$ cat config.mk
export PLATFORM = sky130hd
export DESIGN_NAME = mac_r_gmii_frm
export DESIGN_NICKNAME = d
export VERILOG_FILES = /design/src/rtl/mac_r_gmii_frm.sv
export SDC_FILE = /design/constraint.sdc
export NUM_CORES = 1
export LEC_CHECK = 0
export CAP_MARGIN = 20
export CORE_MARGIN = 4
export CORE_UTILIZATION = 57
export DETAILED_ROUTE_END_ITERATION = 10
export PLACE_DENSITY = 0.89
export SLEW_MARGIN = 20
export SYNTH_ARGS = -nofsm -noshare
export SYNTH_HDL_FRONTEND = slang
export SYNTH_SLANG_ARGS = --single-unit
$ cat constraint.sdc
create_clock -name clk -period 4.7 [get_ports clk]
set_input_delay 1.175 -clock clk [delete_from_list [all_inputs] [get_ports clk]]
set_output_delay 1.175 -clock clk [all_outputs]
set_load 0.01 [all_outputs]
$ cat src/rtl/mac_r_gmii_frm.sv
// mac_r_gmii_frm -- receive-side GMII framer.
//
// Strips preamble/SFD and the 4-byte FCS from the GMII receive stream. Frame
// bytes go to the 8-bit data FIFO. At end of frame, one 16-bit
// {crc_err, long, short, rx_er, 1'b0, len[10:0]} word goes to the pointer FIFO.
//
// Ports
//   clk, rstn        system clock; synchronous active-low reset
//   gm_rx_dv/er/d    GMII receive (already in clk domain)
//   data_fifo_wr     data FIFO write strobe
//   data_fifo_dout   data FIFO byte
//   data_fifo_depth  data FIFO occupancy, used for admission
//   ptr_fifo_wr      pointer FIFO write strobe
//   ptr_fifo_dout    pointer FIFO length/status word
//   ptr_fifo_full    pointer FIFO full, used for admission
//   rx_frame_cnt     frames committed (wraps)
//   rx_drop_cnt      frames dropped (wraps)
//
// Build option
//   RX_CRC_CHECK_EN  builds the CRC-32 checker. When it is undefined,
//                    ptr bit 15 is tied to 0.

module mac_r_gmii_frm #(
  parameter int MAX_LEN    = 1514,
  parameter int MIN_LEN    = 60,
  parameter int FIFO_DEPTH = 4096
) (
  input  logic        clk,
  input  logic        rstn,
  input  logic        gm_rx_dv,
  input  logic        gm_rx_er,
  input  logic [7:0]  gm_rx_d,
  output logic        data_fifo_wr,
  output logic [7:0]  data_fifo_dout,
  input  logic [11:0] data_fifo_depth,
  output logic        ptr_fifo_wr,
  output logic [15:0] ptr_fifo_dout,
  input  logic        ptr_fifo_full,
  output logic [15:0] rx_frame_cnt,
  output logic [15:0] rx_drop_cnt
);

  localparam int          STAGES = 3;  // 4-byte FCS delay line
  localparam logic [7:0]  PRE_B  = 8'h55;
  localparam logic [7:0]  SFD_B  = 8'hD5;
  localparam logic [10:0] LEN_MAX = 11'(MAX_LEN);
  localparam logic [10:0] LEN_MIN = 11'(MIN_LEN);

  typedef enum logic [2:0] {IDLE, PRE, DATA, END, DROP} state_t;

  typedef struct packed {
    logic        crc_err;
    logic        is_long;
    logic        is_short;
    logic        rx_er;
    logic        rsvd;
    logic [10:0] len;
  } ptr_word_t;

  state_t              state, nxt;
  logic [STAGES:0][7:0] dly;
  logic [STAGES:0]     vld_pipe;
  logic [10:0]         len;
  logic                is_long, rx_er;
  logic                crc_err;
  logic [12:0]         need;
  logic                admit, sfd_ok;
  ptr_word_t           word;

  // The SFD may be accepted only if a maximum-length frame still fits.
  assign need   = {1'b0, data_fifo_depth} + 13'(MAX_LEN);
  assign admit  = !ptr_fifo_full && (need <= 13'(FIFO_DEPTH));
  assign sfd_ok = gm_rx_dv && (gm_rx_d == SFD_B) &&
                  ((state == IDLE) || (state == PRE)) && admit;

  // ---------------- FSM ----------------
  always_ff @(posedge clk) begin
    if (!rstn) state <= IDLE;
    else       state <= nxt;
  end

  always_comb begin
    nxt = state;
    case (state)
      IDLE: if (gm_rx_dv) begin
        if (gm_rx_d == PRE_B)      nxt = PRE;
        else if (gm_rx_d == SFD_B) nxt = admit ? DATA : DROP;
        else                       nxt = DROP;
      end
      PRE: begin
        if (!gm_rx_dv)             nxt = IDLE;
        else if (gm_rx_d == PRE_B) nxt = PRE;
        else if (gm_rx_d == SFD_B) nxt = admit ? DATA : DROP;
        else                       nxt = DROP;
      end
      DATA: if (!gm_rx_dv) nxt = END;
      END:  nxt = IDLE;
      DROP: if (!gm_rx_dv) nxt = IDLE;
      default: nxt = IDLE;
    endcase
  end

  // ---------------- CRC-32 ----------------
`ifdef RX_CRC_CHECK_EN
  logic [31:0] crc, crc_nxt, crc_rev;

  always_comb begin
    crc_nxt = crc ^ {24'h0, gm_rx_d};
    for (int i = 0; i < 8; i++)
      crc_nxt = crc_nxt[0] ? ((crc_nxt >> 1) ^ 32'hEDB88320) : (crc_nxt >> 1);
  end

  // The register is shifted LSB-first. The good-frame residue therefore
  // appears bit-reversed. Compare it in the usual normal-order form.
  always_comb begin
    crc_rev = '0;
    for (int i = 0; i < 32; i++) crc_rev[i] = crc[31-i];
  end

  always_ff @(posedge clk) begin
    if (!rstn)                          crc <= 32'hFFFF_FFFF;
    else if (sfd_ok)                    crc <= 32'hFFFF_FFFF;
    else if (state == DATA && gm_rx_dv) crc <= crc_nxt;
  end

  assign crc_err = (crc_rev != 32'hC704_DD7B);
`else
  assign crc_err = 1'b0;
`endif

  // The status word is built at the dv=0 edge. An error on that same cycle
  // still counts.
  always_comb begin
    word          = '0;
    word.crc_err  = crc_err;
    word.is_long  = is_long;
    word.is_short = (len < LEN_MIN);
    word.rx_er    = rx_er | gm_rx_er;
    word.len      = len;
  end

  // ---------------- datapath ----------------
  always_ff @(posedge clk) begin
    if (!rstn) begin
      data_fifo_wr   <= 1'b0;
      data_fifo_dout <= '0;
      ptr_fifo_wr    <= 1'b0;
      ptr_fifo_dout  <= '0;
      rx_frame_cnt   <= '0;
      rx_drop_cnt    <= '0;
      dly            <= '0;
      vld_pipe       <= '0;
      len            <= '0;
      is_long        <= 1'b0;
      rx_er          <= 1'b0;
    end else begin
      data_fifo_wr <= 1'b0;
      ptr_fifo_wr  <= 1'b0;

      if (sfd_ok) begin
        vld_pipe <= '0;
        len      <= '0;
        is_long  <= 1'b0;
        rx_er    <= 1'b0;
      end

      case (state)
        DATA: begin
          if (gm_rx_er) rx_er <= 1'b1;
          if (gm_rx_dv) begin
            dly      <= {dly[STAGES-1:0], gm_rx_d};
            vld_pipe <= {vld_pipe[STAGES-1:0], 1'b1};
            // Once the line is full, the oldest byte cannot be FCS.
            if (vld_pipe[STAGES]) begin
              if (len == LEN_MAX) begin
                is_long <= 1'b1;
              end else begin
                data_fifo_wr   <= 1'b1;
                data_fifo_dout <= dly[STAGES];
                len            <= len + 11'd1;
              end
            end
          end else if (len != '0) begin
            ptr_fifo_wr   <= 1'b1;
            ptr_fifo_dout <= word;
            rx_frame_cnt  <= rx_frame_cnt + 16'd1;
          end else begin
            rx_drop_cnt <= rx_drop_cnt + 16'd1;
          end
        end
        DROP: if (!gm_rx_dv) rx_drop_cnt <= rx_drop_cnt + 16'd1;
        default: ;
      endcase
    end
  end

endmodule

== Yosys cells after proc, flatten, opt, wreduce, memory -nomap -nowiden ==
Cells that the tools add are included.

* Logic and storage cells: 82
* Input port bits: 25
* Flip-flop bits (word level): 108

* Bitwise gates (word level): 5
* Mux-type cells: 30
* Equality and inequality tests: 10
* Add/subtract/negate cells: 4
* Reductions and logical operators: 16
* Order comparisons: 2

{| class="wikitable"
|+ Operators with widths
! cell !! count
|-
| 11-bit 2-to-1 mux || 5
|-
| 16-bit 2-to-1 mux || 3
|-
| 16-bit by 1-bit adder with 16-bit output (second input constant) || 2
|-
| 16-bit case mux with 2 select lines || 1
|-
| 3-bit 2-to-1 mux || 7
|-
| 12-bit by 11-bit adder with 13-bit output (second input constant) || 1
|-
| 13-bit less-or-equal comparator (second input constant) || 1
|-
| 4-bit 2-to-1 mux || 3
|-
| 3-bit case mux with 4 select lines || 1
|-
| 4-bit AND reduction || 3
|-
| 11-bit by 1-bit adder with 11-bit output (second input constant) || 1
|-
| 11-bit equality test (second input constant) || 1
|-
| 11-bit by 6-bit less-than comparator with 1-bit output (second input constant) || 1
|-
| 11-bit nonzero test || 1
|-
| 1-bit 2-to-1 mux || 10
|-
| 8-bit by 7-bit equality test with 1-bit output (second input constant) || 1
|-
| 8-bit equality test (second input constant) || 1
|-
| 2-bit != test (second input constant) || 4
|-
| 3-bit AND reduction || 2
|-
| 1-bit logical AND || 4
|-
| 1-bit inverter || 4
|-
| 3-bit by 1-bit equality test with 1-bit output (second input constant) || 1
|-
| 3-bit by 2-bit equality test with 1-bit output (second input constant) || 1
|-
| 3-bit equality test (second input constant) || 1
|-
| other kinds (7) || 7
|}

== Logic depth before layout (Yosys ltp) ==
Gate-level depths: netlist of run 1.

* Word-level depth: 9
* Mapped depth: 9
* Mapped depth without buffers: 8

== Worst setup path after synthesis of run 1 ==
No wires, ideal clock.

* Path type: in2reg
* Start: input port data_fifo_depth[1]
* End: register vld_pipe[1]
* Setup slack: 1895 ps
* Required time: 4566 ps
* Buffers on the path: 0
* Arrival: 2671 ps
* Stages on the path: 7
* Cells stage by stage: ha_1 -> nor4_1 -> o211ai_1 -> a221oi_2 -> a21oi_2 -> nor4b_4 -> o22ai_1

* Word-level cells in the longest chain between the ends: 7

{| class="wikitable"
|+ Ends and longest elaborated chain
! item !! RTL line !! source
|-
| start: declaration || 35 || <nowiki>input logic [11:0] data_fifo_depth,</nowiki>
|-
| 12-bit by 11-bit adder with 13-bit output * || 71 || <nowiki>assign need = {1'b0, data_fifo_depth} + 13'(MAX_LEN);</nowiki>
|-
| 13-bit less-or-equal comparator * || 72 || <nowiki>assign admit = !ptr_fifo_full && (need <= 13'(FIFO_DEPTH));</nowiki>
|-
| 1-bit logical AND * || 72 ||
|-
| 1-bit logical AND * || 74 || <nowiki>((state == IDLE) || (state == PRE)) && admit;</nowiki>
|-
| 4-bit 2-to-1 mux * || 160 || <nowiki>if (sfd_ok) begin</nowiki>
|-
| 4-bit 2-to-1 mux || 170 || <nowiki>if (gm_rx_dv) begin</nowiki>
|-
| 4-bit 2-to-1 mux * || 167 || <nowiki>case (state)</nowiki>
|-
| end signal: assignment || 172 || <nowiki>vld_pipe <= {vld_pipe[STAGES-1:0], 1'b1};</nowiki>
|-
| end: declaration || 62 || <nowiki>logic [STAGES:0] vld_pipe;</nowiki>
|}

Mark *: on every way between the ends. The rest lies on a longest branch, timed or not.
A chain may end at the register's enable or synchronous reset.

== Worst setup path after layout of run 1 ==
* Start: input port data_fifo_depth[2]
* End: register vld_pipe[3]

The elaborated chain is that of the path after synthesis.

==> results.cfg, run 1 <==
[yosys]
yosysWarnings = 0
number_of_enable_type_register_cells_in_the_synthesized_netlist = 0
synthFlopType = sky130_fd_sc_hd__dfxtp_1
yosysSeqAreaShare_pct = 44.9
postSynthCellCount = 562
mappedNetlistArea_um2 = 4810
postSynthAreaPerCell_um2 = 8.56
async_set_or_reset_flop_fraction_in_the_synthesized_netlist_pct = 0
synth_cell_type_count = 57
ys_ff_latch = 108

[place]
hpwlAfterDp_um = 7020
detailedPlace.worstSlack_ps = 1090
port_buffers = 80
placed_area_um2 = 5620
gp_congestion = 0.820

[clocking]
cts.htree.levels = 3
clkLatencyLatePin_ps = 370
clock_sinks = 108
ctsLongestPathBuffers = 2
cts_hold_buf = 0
number_of_buffers_created_by_cts = 9
root_buffer = sky130_fd_sc_hd__clkbuf_8
cts.repair.resized = 0
clkTransAtPathRegs_ps = 100
cts.repair_timing.setup_buffer_count = 0
cts_tree = done

[floorplanning]
core_footprint_um2 = 8220
die_y_um = 99.9
num_rows = 33
die_area_um2 = 9980
floorplan.initialDensity_pct = 58.6
floorplan.die.width_um = 99.9
top_level_ports = 83

[sta]
fin_setup_tns_ps = 0
period_minus_slack_ps = 3240
max_slew.worst_pin.slew_ps = 973
timing.fmax_ghz = 0.308
setup_violations = 0
rsz0062_at_grt = no
setup_slack_of_the_critical_path_after_layout_ps = 1460
timing_max_transition_violations_final = 0
slew_headroom_pct = 34.9
clock-skew-final_ps = 13.0
final_hold_violating_endpoints = 0
min_period_over_period_pct = 69.0

[critical_path]
arrival_ps = 3480
timing.critical_path.from_type = primary input
crit_fanout = 9
cpMaxStageDelayCell = sky130_fd_sc_hd__clkdlybuf4s50_1
timing.setup.critical_path_class = in -> reg
reg2regPathDepth = 6
cp_num_buf_inv = 1
critical-path-top-delay-family = compound AO/OA/AOI/OAI gates
timing.critical_path.slowest_cell_delay_ps = 540
critical_path_required_ps = 4940
end_kind = flop
cp_cell_sequence = clkdlybuf4s50_1, ha_1, nor4_1, o211ai_1, a221oi_2, a21oi_2, nor4b_4, o21ai_0
worst-path-stages = 8
regToRegSetupSlack_ps = 2320

[cells_and_area]
drive_gt1_share_pct = 5.88
fin_nets = 656
fillCellCount = 667
area_delta_synth_final_pct = 21.4
fin_area_um2 = 5840
antenna_cells_inserted = 0

[route]
detailroute.wirelength.met3_um = 513
dr.pass1.iters = 4
dr_iter_0_viols = 231
viasPerCell = 5.57
wl_met2_um = 5100
route.final.wire_length_um = 10300
drc_violation_count_after_routing = 0
top_sig_layer = met4
vias = 4085
post_drt_wl_per_cell_um = 14.0
m1WireLength_um = 4430
antenna_viol_nets_final = 0

[global_routing]
grt_remaining_overflow = 0
largest_net_degree_at_the_start_of_global_routing = 65
antenna_found_initial = 0
grt_pass1_wl_um = 17400
first_global_vias = 3971
grt_usage_pct = 20.9

[power]
cellLeakagePower_nw = 2.01
pwr_density_cell_nw_per_um2 = 276
totalPowerFinal_mw = 1.61
max_vdd_drop_v = 0.000161

[flow_run]
maxCapViolCount = 0

[worst_hold_path]
min_path_cells = 2
timing.hold.worst.class = reg -> reg

[status]
status = finished, final reports clean
-- metrics by stage --
step	util, %	hold slack (ps)	cells
final	71.1	466	734
after global routing	71.1	493	734
after CTS	71.1	465	734
after detailed placement	68.4	456	719
after global placement	68.4	448	719
after floorplan	-	436	563
-- cell type report --
type	instances	area (um2)	area share, %
clock inverter	5	82.6	1.41
sequential	108	2160	37.0
multi-input combinational	414	2470	42.3
timing repair buffer	85	833	14.3
tap	105	131	2.25
inverter	7	26.3	0.450
clock buffer	10	138	2.36
-- registers in the layout, indices dropped and copies added (netlist names), 3 cells and up --
signal and count:
rx_frame_cnt 16, dly 32, len 11, data_fifo_dout 8
rx_drop_cnt 16, state 3, vld_pipe 4, ptr_fifo_dout 14
-- worst paths after layout --
check,start,end
worst max-delay path,data_fifo_depth[2],vld_pipe[3]
worst min-delay path,ptr_fifo_dout[14],ptr_fifo_dout[14]
worst max register to register,len[6],rx_drop_cnt[11]
worst min register to register,ptr_fifo_dout[14],ptr_fifo_dout[14]
-- kinds of logic (layout without fill, tap and decap cells) --
logic type,after synthesis,in the layout,synth area share (%)
fa+ha+maj,6,6,1.56
compound gates,108,108,16.6
simple gates,272,272,28.2
xor+xnor,26,26,4.73
flops,108,108,44.9
other cells,1,2,0.0779
buf+inv,41,107,3.90
-- report_power, final --
part	internal, mW	switching [mW]
Sequential	0.916	0.00307
Clock	0.315	0.311
Combinational	0.0344	0.0340
-- synth_stat cells (2+ instances only) --
master | n | area, um2
sky130_fd_sc_hd__xor2_1 | 5 | 43.8
sky130_fd_sc_hd__clkbuf_1 | 21 | 78.8
sky130_fd_sc_hd__nand4_1 | 18 | 113
sky130_fd_sc_hd__nand4b_1 | 2 | 17.5
sky130_fd_sc_hd__nand2b_1 | 4 | 25.0
sky130_fd_sc_hd__nor2b_1 | 3 | 18.8
sky130_fd_sc_hd__o31ai_1 | 2 | 15.0
sky130_fd_sc_hd__o21ai_0 | 19 | 95.1
sky130_fd_sc_hd__o211ai_1 | 2 | 15.0
sky130_fd_sc_hd__ha_1 | 6 | 75.1
sky130_fd_sc_hd__buf_4 | 2 | 15.0
sky130_fd_sc_hd__a31oi_1 | 5 | 31.3
sky130_fd_sc_hd__nand3_1 | 24 | 120
sky130_fd_sc_hd__nand2_1 | 134 | 503
sky130_fd_sc_hd__nor4_1 | 3 | 18.8
sky130_fd_sc_hd__and2_1 | 32 | 200
sky130_fd_sc_hd__inv_1 | 7 | 26.3
sky130_fd_sc_hd__a21oi_1 | 4 | 20.0
sky130_fd_sc_hd__and3_1 | 10 | 62.6
sky130_fd_sc_hd__o21a_1 | 2 | 15.0
sky130_fd_sc_hd__or2_2 | 2 | 12.5
sky130_fd_sc_hd__a31o_2 | 2 | 17.5
sky130_fd_sc_hd__xnor2_1 | 21 | 184
sky130_fd_sc_hd__nor3_1 | 11 | 55.1
sky130_fd_sc_hd__buf_2 | 8 | 40.0
sky130_fd_sc_hd__and4_1 | 4 | 35.0
sky130_fd_sc_hd__buf_6 | 2 | 22.5
sky130_fd_sc_hd__nor3b_1 | 3 | 22.5
sky130_fd_sc_hd__or3_1 | 3 | 18.8
sky130_fd_sc_hd__a21boi_0 | 57 | 428
sky130_fd_sc_hd__dfxtp_1 | 108 | 2160
sky130_fd_sc_hd__nor2_1 | 11 | 41.3
-- layer usage --
metal,GRT usage [%],up-vias
met2,36.1,101
met4,6.62,0
met3,5.07,21
li1,-,2041
met1,25.7,1922
met5,0,-
-- placed cells by master, fill, tap and decap left out, types with 5 or more instances in the layout --
cell and instances:
sky130_fd_sc_hd__xnor2_1 21, sky130_fd_sc_hd__clkdlybuf4s50_1 79, sky130_fd_sc_hd__and3_1 10, sky130_fd_sc_hd__clkbuf_8 10, sky130_fd_sc_hd__nor3_1 11, sky130_fd_sc_hd__inv_1 7
sky130_fd_sc_hd__xor2_1 5, sky130_fd_sc_hd__nand2_1 133, sky130_fd_sc_hd__o21ai_0 19, sky130_fd_sc_hd__nand3_1 24, sky130_fd_sc_hd__and2_1 32, sky130_fd_sc_hd__a21boi_0 57
sky130_fd_sc_hd__nand4_1 18, sky130_fd_sc_hd__buf_4 5, sky130_fd_sc_hd__nor2_1 11, sky130_fd_sc_hd__a31oi_1 5, sky130_fd_sc_hd__dfxtp_1 108, sky130_fd_sc_hd__ha_1 6
-- worst reg2reg max path: cells and delay by family (launching register included) --
| family | cells | cell delay (ps) |
|---|---|---|
| AND/OR/NAND/NOR | 3 | 850 |
| AO/OA/AOI/OAI | 3 | 1040 |
| flip-flops | 1 | 390 |
(Power assumes the default switching activity.)
==> run 2, diff against run 1 <==
--- a/config.mk
+++ b/config.mk
@@ -7,9 +7,9 @@
 export LEC_CHECK = 0
 export CAP_MARGIN = 20
 export CORE_MARGIN = 4
-export CORE_UTILIZATION = 57
+export CORE_UTILIZATION = 53
 export DETAILED_ROUTE_END_ITERATION = 10
-export PLACE_DENSITY = 0.89
+export PLACE_DENSITY = 0.84
 export SLEW_MARGIN = 20
 export SYNTH_ARGS = -nofsm -noshare
 export SYNTH_HDL_FRONTEND = slang
==> constraint.sdc (replaced) <==
create_clock -name clk -period 3 [get_ports clk]
set_input_delay 0.75 -clock clk [delete_from_list [all_inputs] [get_ports clk]]
set_output_delay 0.75 -clock clk [all_outputs]
set_load 0.01 [all_outputs]
==> results.cfg, run 2 (same netlist as run 1, synthesis figures left out) <==
[power]
totalPowerFinal_mw = 2.55
max_vdd_drop_v = 0.000292
power_switching_share_pct = 22.5
share_comb_of_total_power_pct = 4.3
switching_power_mw = 0.574
power.sequential.fraction_pct = 56.4
cellLeakagePower_nw = 2.06
pwr-share-clk_pct = 39.3
pwr_density_cell_nw_per_um2 = 430
p_int_mw = 1.98

[floorplanning]
num_rows = 34
floorplan.initialDensity_pct = 54.9
core_footprint_um2 = 8760
die_y_um = 103
floorplan.die.width_um = 103
top_level_ports = 83
die_area_um2 = 10700

[sta]
min_period_over_period_pct = 88.9
setup_violations = 0
whs_ps = 463
rsz0062_at_grt = no
timing.fmax_ghz = 0.375
clock-skew-final_ps = 15.1
final_hold_violating_endpoints = 0
period_minus_slack_ps = 2670
max_slew.worst_pin.slew_ps = 793
slew_headroom_pct = 47.0
timing_max_transition_violations_final = 0
setup_slack_of_the_critical_path_after_layout_ps = 332

[worst_hold_path]
timing.hold.worst.class = reg -> reg

[clocking]
ctsLongestPathBuffers = 2
clkTransAtPathRegs_ps = 100
cts_hold_buf = 0
cts_tree = done
clkLatencyLatePin_ps = 370
cts.repair_timing.setup_buffer_count = 0
clock_sinks = 108
cts.htree.levels = 3
cts.repair.resized = 0
number_of_buffers_created_by_cts = 9
root_buffer = sky130_fd_sc_hd__clkbuf_8

[cells_and_area]
largest_registers = dly x32, rx_drop_cnt x16, rx_frame_cnt x16
fin_nets = 665
area_delta_synth_final_pct = 23.3
post-route-util_pct = 67.7
largest_reg_flops = 32
antenna_cells_inserted = 0
drive_gt1_share_pct = 7.20
top_register = dly
most-common-layout-cells = sky130_fd_sc_hd__nand2_1, sky130_fd_sc_hd__dfxtp_1, sky130_fd_sc_hd__clkdlybuf4s50_1, sky130_fd_sc_hd__a21boi_0, sky130_fd_sc_hd__and2_1
mostFrequentLayoutCell = sky130_fd_sc_hd__nand2_1

[route]
route.final.wire_length_um = 10100
antenna_viol_nets_final = 0
viasPerCell = 5.49
post_drt_wl_per_cell_um = 13.5
drc_violation_count_after_routing = 0
dr_iter_0_viols = 212
vias = 4103
dr.pass1.iters = 4

[critical_path]
timing.setup.critical_path_class = in -> reg
timing.critical_path.slowest_cell_delay_ps = 460
timing.critical_path.from_type = primary input
cpMaxStageDelayCell = sky130_fd_sc_hd__clkdlybuf4s50_1
cp_cell_sequence = clkdlybuf4s50_1, ha_1, nor4_1, o211ai_1, a221oi_2, a21oi_2, o31ai_4, buf_4, a31oi_1
critical_path_required_ps = 3240
end_kind = flop
arrival_ps = 2910
crit_fanout = 9
regToRegSetupSlack_ps = 600

[global_routing]
first_global_vias = 3906
grt_remaining_overflow = 0
grt_usage_pct = 19.5
antenna_found_initial = 0
largest_net_degree_at_the_start_of_global_routing = 56
grt_pass1_wl_um = 17000

[status]
status = finished, final reports clean

[place]
hpwlAfterDp_um = 7120
gp_congestion = 0.812
port_buffers = 80
detailedPlace.worstSlack_ps = -39.3

[flow_run]
maxCapViolCount = 0
==> run 2: cell count changes in the layout (fill, tap and decap cells not counted), sizes merged <==
cell	delta
inv	+1
clkinvlp	+1
buf	+9
clkbuf	-1
==> run 2: power by group through the flow <==
stage / logic (mW) / clock network, mW / registers [mW]
3_3_place_gp: 0.107 / 0 / 1.47
2_1_floorplan: 0.0591 / 0 / 1.47
5_1_grt: 0.121 / 1.09 / 1.44
4_1_cts: 0.111 / 1.03 / 1.44
3_5_place_dp: 0.111 / 0 / 1.47
6_report: 0.111 / 1.00 / 1.44
==> run 2: cell type report <==
| class | instances | area (um2) |
|---|---|---|
| Clock buffer | 9 | 124 |
| Clock inverter | 7 | 108 |
| Fill cell | 730 | 2830 |
| Inverter | 7 | 26.3 |
| Multi-Input combinational cell | 414 | 2470 |
| Sequential cell | 108 | 2160 |
| Tap cell | 108 | 135 |
| Timing Repair Buffer | 94 | 913 |
==> run 2: path summary, 6_finish.rpt <==
path                      start               to  depth (start not counted)
max          data_fifo_depth[1]           len[8]                          9
min                      dly[5]          dly[13]                          2
max reg2reg              len[2]  rx_drop_cnt[11]                          6
min reg2reg              dly[5]          dly[13]                          2
==> run 2: layer usage <==
metal | part of all wire, % | vias to the layer above | GRT usage, % | wire length (um)
met5 | 0 | - | 0 | 0
met1 | 44 | 1906 | 23.6 | 4440
met4 | 1.5 | 0 | 9.06 | 148
li1 | - | 2074 | - | -
met2 | 49 | 108 | 33.4 | 5000
met3 | 5.3 | 15 | 3.82 | 534
==> run 2: critical path, delay by kind of cell <==
family | cells | cell delay, ps
AOI/OAI and AO/OA | 5 | 990
adders and majority gates | 1 | 330
buffers and inverters | 2 | 670
and+or+nand+nor | 1 | 170
==> run 2: metrics by stage <==
step / std cells / area, um2 / TNS [ps]
after global placement: 731 / 5700 / 0
final: 747 / 5930 / 0
after detailed placement: 731 / 5700 / -245
after global routing: 747 / 5930 / 0
after CTS: 747 / 5930 / 0
after floorplan: 563 / 4820 / 0
==> run 3, diff against run 2 <==
--- a/config.mk
+++ b/config.mk
@@ -10,7 +10,6 @@
 export CORE_UTILIZATION = 53
 export DETAILED_ROUTE_END_ITERATION = 10
 export PLACE_DENSITY = 0.84
-export SLEW_MARGIN = 20
 export SYNTH_ARGS = -nofsm -noshare
 export SYNTH_HDL_FRONTEND = slang
 export SYNTH_SLANG_ARGS = --single-unit
==> results of run 3 <==
No change in the layout: final DEF, timing and power equal those of run 2.
